<file path="src/rtl/fib_seq_ctrl_if.sv">
// Handshake bundle between the Fibonacci sequencer and its start/tick source and RAM.
// master is the sequencer side; slave drives start/tick and observes the RAM port.
interface fib_seq_ctrl_if #(
  parameter int AW = 4,
  parameter int DW = 11
);
  logic          start;
  logic          tick;
  logic          ram_we;
  logic [AW-1:0] ram_addr;
  logic [DW-1:0] ram_din;
  logic          busy;
  logic          done;
  logic          ovf;

  modport master (
    input  start, tick,
    output ram_we, ram_addr, ram_din, busy, done, ovf
  );

  modport slave (
    output start, tick,
    input  ram_we, ram_addr, ram_din, busy, done, ovf
  );
endinterface

</file>
<file path="src/rtl/fib_seq_ctrl.sv">
// Writes F(0)..F(2^AW-1) into RAM one per clock on a start edge, then steps the address on tick.
// Start-to-done latency 2^AW+1 cycles; no backpressure, start edges during generation are dropped.
module fib_seq_ctrl #(
  parameter int AW = 4,
  parameter int DW = 11
) (
  input  logic              clk,
  input  logic              rst_n,
  fib_seq_ctrl_if.master    bus
);

  localparam logic [1:0] S_IDLE = 2'd0;
  localparam logic [1:0] S_GEN  = 2'd1;
  localparam logic [1:0] S_DISP = 2'd2;

  logic [1:0]    r_state;
  logic          r_start_q;
  logic [DW-1:0] r_a;
  logic [DW-1:0] r_b;
  logic          r_a_sat;
  logic          r_b_sat;
  logic [DW-1:0] r_din;
  logic [AW-1:0] r_addr;
  logic          r_we;
  logic          r_done;
  logic          r_ovf;

  logic          w_edge;
  logic          w_last;
  logic [DW:0]   w_sum;
  logic          w_next_sat;
  logic [DW-1:0] w_next_b;

  assign w_edge     = bus.start & ~r_start_q;
  assign w_last     = (r_addr == {AW{1'b1}});
  assign w_sum      = {1'b0, r_a} + {1'b0, r_b};
  // Saturation is tracked as a flag so a genuine all-ones term does not read as overflow.
  assign w_next_sat = w_sum[DW] | r_a_sat | r_b_sat;
  assign w_next_b   = w_next_sat ? {DW{1'b1}} : w_sum[DW-1:0];

  always_ff @(posedge clk or negedge rst_n) begin
    if (!rst_n) begin
      r_state   <= S_IDLE;
      r_start_q <= 1'b1;
      r_a       <= '0;
      r_b       <= {{(DW-1){1'b0}}, 1'b1};
      r_a_sat   <= 1'b0;
      r_b_sat   <= 1'b0;
      r_din     <= '0;
      r_addr    <= '0;
      r_we      <= 1'b0;
      r_done    <= 1'b0;
      r_ovf     <= 1'b0;
    end else begin
      r_start_q <= bus.start;
      r_done    <= 1'b0;
      if ((r_state == S_IDLE || r_state == S_DISP) && w_edge) begin
        // F(0) is presented in the first GEN cycle, so the write port is loaded here.
        r_state <= S_GEN;
        r_a     <= '0;
        r_b     <= {{(DW-1){1'b0}}, 1'b1};
        r_a_sat <= 1'b0;
        r_b_sat <= 1'b0;
        r_din   <= '0;
        r_addr  <= '0;
        r_we    <= 1'b1;
        r_ovf   <= 1'b0;
      end else begin
        case (r_state)
          S_GEN: begin
            if (w_last) begin
              r_state <= S_DISP;
              r_we    <= 1'b0;
              r_addr  <= '0;
              r_done  <= 1'b1;
            end else begin
              r_addr  <= r_addr + AW'(1);
              r_din   <= r_b;
              r_ovf   <= r_ovf | r_b_sat;
              r_a     <= r_b;
              r_a_sat <= r_b_sat;
              r_b     <= w_next_b;
              r_b_sat <= w_next_sat;
            end
          end
          S_DISP: begin
            r_we <= 1'b0;
            if (bus.tick) begin
              r_addr <= r_addr + AW'(1);
            end
          end
          S_IDLE: begin
            r_we <= 1'b0;
          end
          default: begin
            r_state <= S_IDLE;
            r_we    <= 1'b0;
          end
        endcase
      end
    end
  end

  assign bus.ram_we   = r_we;
  assign bus.ram_addr = r_addr;
  assign bus.ram_din  = r_din;
  assign bus.busy     = (r_state == S_GEN);
  assign bus.done     = r_done;
  assign bus.ovf      = r_ovf;

endmodule

</file>
<file path="src/flat_wrapper.sv">
// flat-port wrapper written by rule: the top's interface ports become plain ports
module fib_seq_ctrl_flat 
#(
  parameter int AW = 4,
  parameter int DW = 11
)
  (clk, rst_n, bus_start, bus_tick, bus_ram_we, bus_ram_addr, bus_ram_din, bus_busy, bus_done, bus_ovf);
  fib_seq_ctrl_if #(.AW(AW), .DW(DW)) bus_i ();
  input  logic clk;
  input  logic rst_n;
  input wire logic [$bits(bus_i.start)-1:0] bus_start;
  input wire logic [$bits(bus_i.tick)-1:0] bus_tick;
  output wire logic [$bits(bus_i.ram_we)-1:0] bus_ram_we;
  output wire logic [$bits(bus_i.ram_addr)-1:0] bus_ram_addr;
  output wire logic [$bits(bus_i.ram_din)-1:0] bus_ram_din;
  output wire logic [$bits(bus_i.busy)-1:0] bus_busy;
  output wire logic [$bits(bus_i.done)-1:0] bus_done;
  output wire logic [$bits(bus_i.ovf)-1:0] bus_ovf;
  assign bus_i.start = bus_start;
  assign bus_i.tick = bus_tick;
  assign bus_ram_we = bus_i.ram_we;
  assign bus_ram_addr = bus_i.ram_addr;
  assign bus_ram_din = bus_i.ram_din;
  assign bus_busy = bus_i.busy;
  assign bus_done = bus_i.done;
  assign bus_ovf = bus_i.ovf;
  fib_seq_ctrl #(.AW(AW), .DW(DW)) u_core (.clk(clk), .rst_n(rst_n), .bus(bus_i));
endmodule
</file>
<file path="config.mk">
export PLATFORM = sky130hd
export DESIGN_NAME = fib_seq_ctrl_flat
export DESIGN_NICKNAME = d
export VERILOG_FILES = /design/src/rtl/fib_seq_ctrl_if.sv /design/src/rtl/fib_seq_ctrl.sv /design/src/flat_wrapper.sv
export SDC_FILE = /design/constraint.sdc
export NUM_CORES = 1
export LEC_CHECK = 0
export CAP_MARGIN = 20
export CELL_PAD_IN_SITES_DETAIL_PLACEMENT = 1
export CELL_PAD_IN_SITES_GLOBAL_PLACEMENT = 2
export CORE_MARGIN = 5
export CORE_UTILIZATION = 36
export DETAILED_ROUTE_END_ITERATION = 16
export DONT_BUFFER_PORTS = 1
export GPL_ROUTABILITY_DRIVEN = 0
export GPL_TIMING_DRIVEN = 0
export PLACE_DENSITY_LB_ADDON = 0.08
export SLEW_MARGIN = 20
export SYNTH_ARGS = -nofsm -noshare
export SYNTH_HDL_FRONTEND = slang
export SYNTH_SLANG_ARGS = --single-unit
export TNS_END_PERCENT = 30
</file>
<file path="constraint.sdc">
create_clock -name clk -period 2.1 [get_ports clk]
set_clock_uncertainty 0.1 [all_clocks]
set_input_delay 0.42 -clock clk [delete_from_list [all_inputs] [get_ports clk]]
set_output_delay 0.42 -clock clk [all_outputs]
set_load 0.01 [all_outputs]
</file>
==> results.py <==
metrics = {
    "critical_path": {
        "r2r_setup_slack_ps": -120,
        "path_cells": "ha_4 > fa_2 > a211oi_2 > o21ai_2 > a2111oi_4 > nor3_2 > xnor2_1 > o211ai_1",
        "crit_path_end_kind": "register",
        "rr_endpoint": "u_core.r_b[8]",
        "crit_required_ps": 2160,
        "reg2reg_depth": 8,
        "cpPeakStageDelay_ps": 460,
        "slowest_stage": "dfrtp_2",
        "startpoint": "u_core.r_a[0]",
        "cpLargestDelayFamily": "compound AO/OA/AOI/OAI gates",
        "cp-endpoint": "u_core.r_b[8]",
        "critPathKind": "reg2reg",
        "rr_startpoint": "u_core.r_a[0]",
        "cp.buffers_inverters": 0,
        "cp.depth": 8,
        "arrival_ps": 2280,
        "start_kind": "register",
        "cp_max_fo": 3,
    },
    "synth": {
        "synth-edff-count": 0,
        "synthCells": 191,
        "synthTopCellsByArea": "dfrtp_1, ha_1, nand2_1",
        "yosys_warnings": 0,
        "avgSynthCellArea_um2": 9.833,
        "synth_fp_nets": 208,
        "synth.cell_area_um2": 1878,
        "synth_cell_types": 43,
        "yosysTopAreaCell": "dfrtp_1",
        "ys_async_sr_fraction": 1.000,
        "seq_area_frac_synth": 0.4544,
        "synthTopCellsByCount": "dfrtp_1, nand2_1, nand3_1, a21oi_1, ha_1",
        "ys_seq_elements": 34,
        "yosys.area.top_type_share": 0.4264,
        "synth_flop_cell": "dfrtp_1",
    },
    "cells_and_area": {
        "antenna_cells": 0,
        "drive_gt1_frac": 0.2365,
        "final_cells": 273,
        "nets": 219,
        "final_core_util": 0.4366,
        "syn_to_final_growth_pct": 17.99,
        "fillers": 600,
        "final_area_um2": 2216,
    },
    "timing": {
        "slew_violations": 0,
        "rsz0062_at_grt": "yes",
        "hold_viol": 0,
        "finalCriticalPeriod_ps": 2221,
        "finalSetupViolations": 7,
        "worst_pin_slew_ps": 628.7,
        "hold_ws_ps": 27.40,
        "maxSlewHeadroom": 0.5809,
        "fmax_ghz": 0.4503,
        "fin_crit_sh": 1.057,
        "worst_slack_ps": -120.7,
    },
    "floorplan": {
        "dieArea_um2": 6761,
        "die_y_um": 82.23,
        "rows": 26,
        "io_pins": 23,
        "floorplan.initialDensity": 0.3701,
        "core_area_um2": 5075,
        "die_x_um": 82.23,
    },
    "pwr": {
        "power_frac_clock": 0.136,
        "p_int_w": 0.001972,
        "peakVddDrop_uv": 522.5,
        "comb_power_share": 0.539,
        "powerDensity_nw_per_um2": 1681,
        "seqPwrFrac": 0.325,
        "swShare": 0.4704,
        "power.leakage_nw": 0.9018,
        "power.switching_w": 0.001752,
    },
    "outcome": {
        "outcome": "finished with violations",
        "violations": "negative setup slack",
    },
    "placement": {
        "port_buffers": 0,
        "placed_cells": 261,
        "hpwl_um": 3387,
        "dpl_cell_area_um2": 1971,
    },
    "global_route": {
        "grt_pass1_vias": 1639,
        "overflow": 0,
        "antenna_found_initial": 0,
        "gr-usage-all-layers": 0.1627,
        "grt_max_degree": 35,
        "grt_pass1_wl_um": 8280,
    },
    "routing": {
        "routed_via_density": 5.344,
        "final_antenna_net_count": 0,
        "drt_iter0_drc": 46,
        "via_count": 1459,
        "routed_wl_um": 4842,
        "post-route-drc-count": 0,
        "dr.pass1.iters": 4,
        "routedWlPerCell_um": 17.74,
    },
    "clock_tree": {
        "cts_tree": "done",
        "clkTransAtPathRegs_ps": 70,
        "htreeDepth": 2,
        "clockBufferDepth": 2,
        "clock_sinks": 34,
        "root_buffer": "clkbuf_8",
        "clock_latency_ps": 290,
        "cts_buffers": 5,
    },
    "hold_path": {
        "hp-class": "in2reg",
    },
    "flow_run": {
        "drv_cap": 0,
    },
}
[how the worst min path moves through the flow]
stage,startpoint,to,slack [ps],cells after the start
2_1_floorplan,rst_n,u_core.bus.done,20,0
3_3_place_gp,rst_n,u_core.bus.ram_addr[3],30,0
3_5_place_dp,rst_n,u_core.r_state[1],30,0
4_1_cts,bus_start,u_core.r_start_q,9,0
5_1_grt,bus_start,u_core.r_start_q,6,0
6_report,bus_start,u_core.r_start_q,30,0
[cells in the final DEF (no fill, tap or decap), types with 4 or more instances in the layout]
cell,Yosys,routed
nand3_1,19,19
a21oi_1,12,9
dfrtp_1,32,30
xor2_1,6,6
nand2_1,32,31
nor2_1,9,9
nor3_1,4,4
a21oi_2,8,11
ha_1,12,8
xnor2_1,4,4
ha_4,0,4
clkbuf_8,0,6
inv_1,5,5
[state kept, by name (all words and copies together) (netlist names)]
| signal | flops |
|---|---|
| u_core.r_start_q | 1 |
| u_core.r_b_sat | 1 |
| u_core.bus.done | 1 |
| u_core.r_b | 11 |
| u_core.bus.ram_we | 1 |
| u_core.bus.ram_addr | 4 |
| u_core.r_a_sat | 1 |
| u_core.bus.ovf | 1 |
| u_core.r_state | 2 |
| u_core.r_a | 11 |
[area by class of cell]
cell class	count	area, µm²	area share
tap	70	87.58	0.03953
timing repair buffer	4	45.04	0.02033
inverter	6	22.52	0.01016
clock inverter	1	5.005	0.002259
multi-input combinational	145	1086	0.4901
buffer	6	27.53	0.01242
clock buffer	7	86.33	0.03896
sequential	34	855.8	0.3862
[metal layers]
metal  part of all wire  routed length (µm)  global-route usage  vias up
met2               0.49                2360              0.2668       30
met4              0.017                  84             0.06811        0
met3              0.047                 227             0.04772        8
met5                  0                   0                   0        -
met1               0.45                2170              0.1982      729
li1                   -                   -                   -      692
[per-stage QoR]
step                      setup TNS [ps]  total power, W  worst slack [ps]
after global routing              -956.7        0.004061            -201.0
after CTS                         -742.1        0.003626            -195.0
after detailed placement          -555.5        0.002982            -233.4
after global placement            -515.0        0.002914            -221.4
final                             -172.3        0.003724            -120.7
after floorplan                   -35.28        0.002535            -35.28
[power groups by stage]
stage / Clock [W] / Combinational (W) / Sequential, W
after detailed placement: 0 / 0.00178 / 0.00121
after global routing: 0.000562 / 0.00225 / 0.00125
after floorplan: 0 / 0.00141 / 0.00113
final: 0.000505 / 0.00201 / 0.00121
after CTS: 0.000533 / 0.00189 / 0.00120
after global placement: 0 / 0.00172 / 0.00119
[cell families after synthesis]
logic type / Yosys count / share of synthesized area
compound gates: 44 / 0.1812
mux: 1 / 0.005330
simple gates: 77 / 0.1959
flops: 34 / 0.4544
buf+inv: 12 / 0.02598
fa+ha+maj: 13 / 0.09060
xor+xnor: 10 / 0.04663
[worst register-to-register path: stages, from the launching register on]
cell and delay (ps):
dfrtp_2 460, ha_4 190, fa_2 350, a211oi_2 230
o21ai_2 120, a2111oi_4 310, nor3_2 90, xnor2_1 150
o211ai_1 100
[repair_timing]
| action | CTS | global route |
|---|---|---|
| pin swaps | 5 | 3 |
| resized for setup | 7 | 11 |
| hold buffers | 2 | 0 |
| hold endpoints to repair | 34 | 0 |
| setup endpoints to repair | 10 | 22 |
| buffers inserted | 2 | 0 |
(Power assumes the default switching activity.)
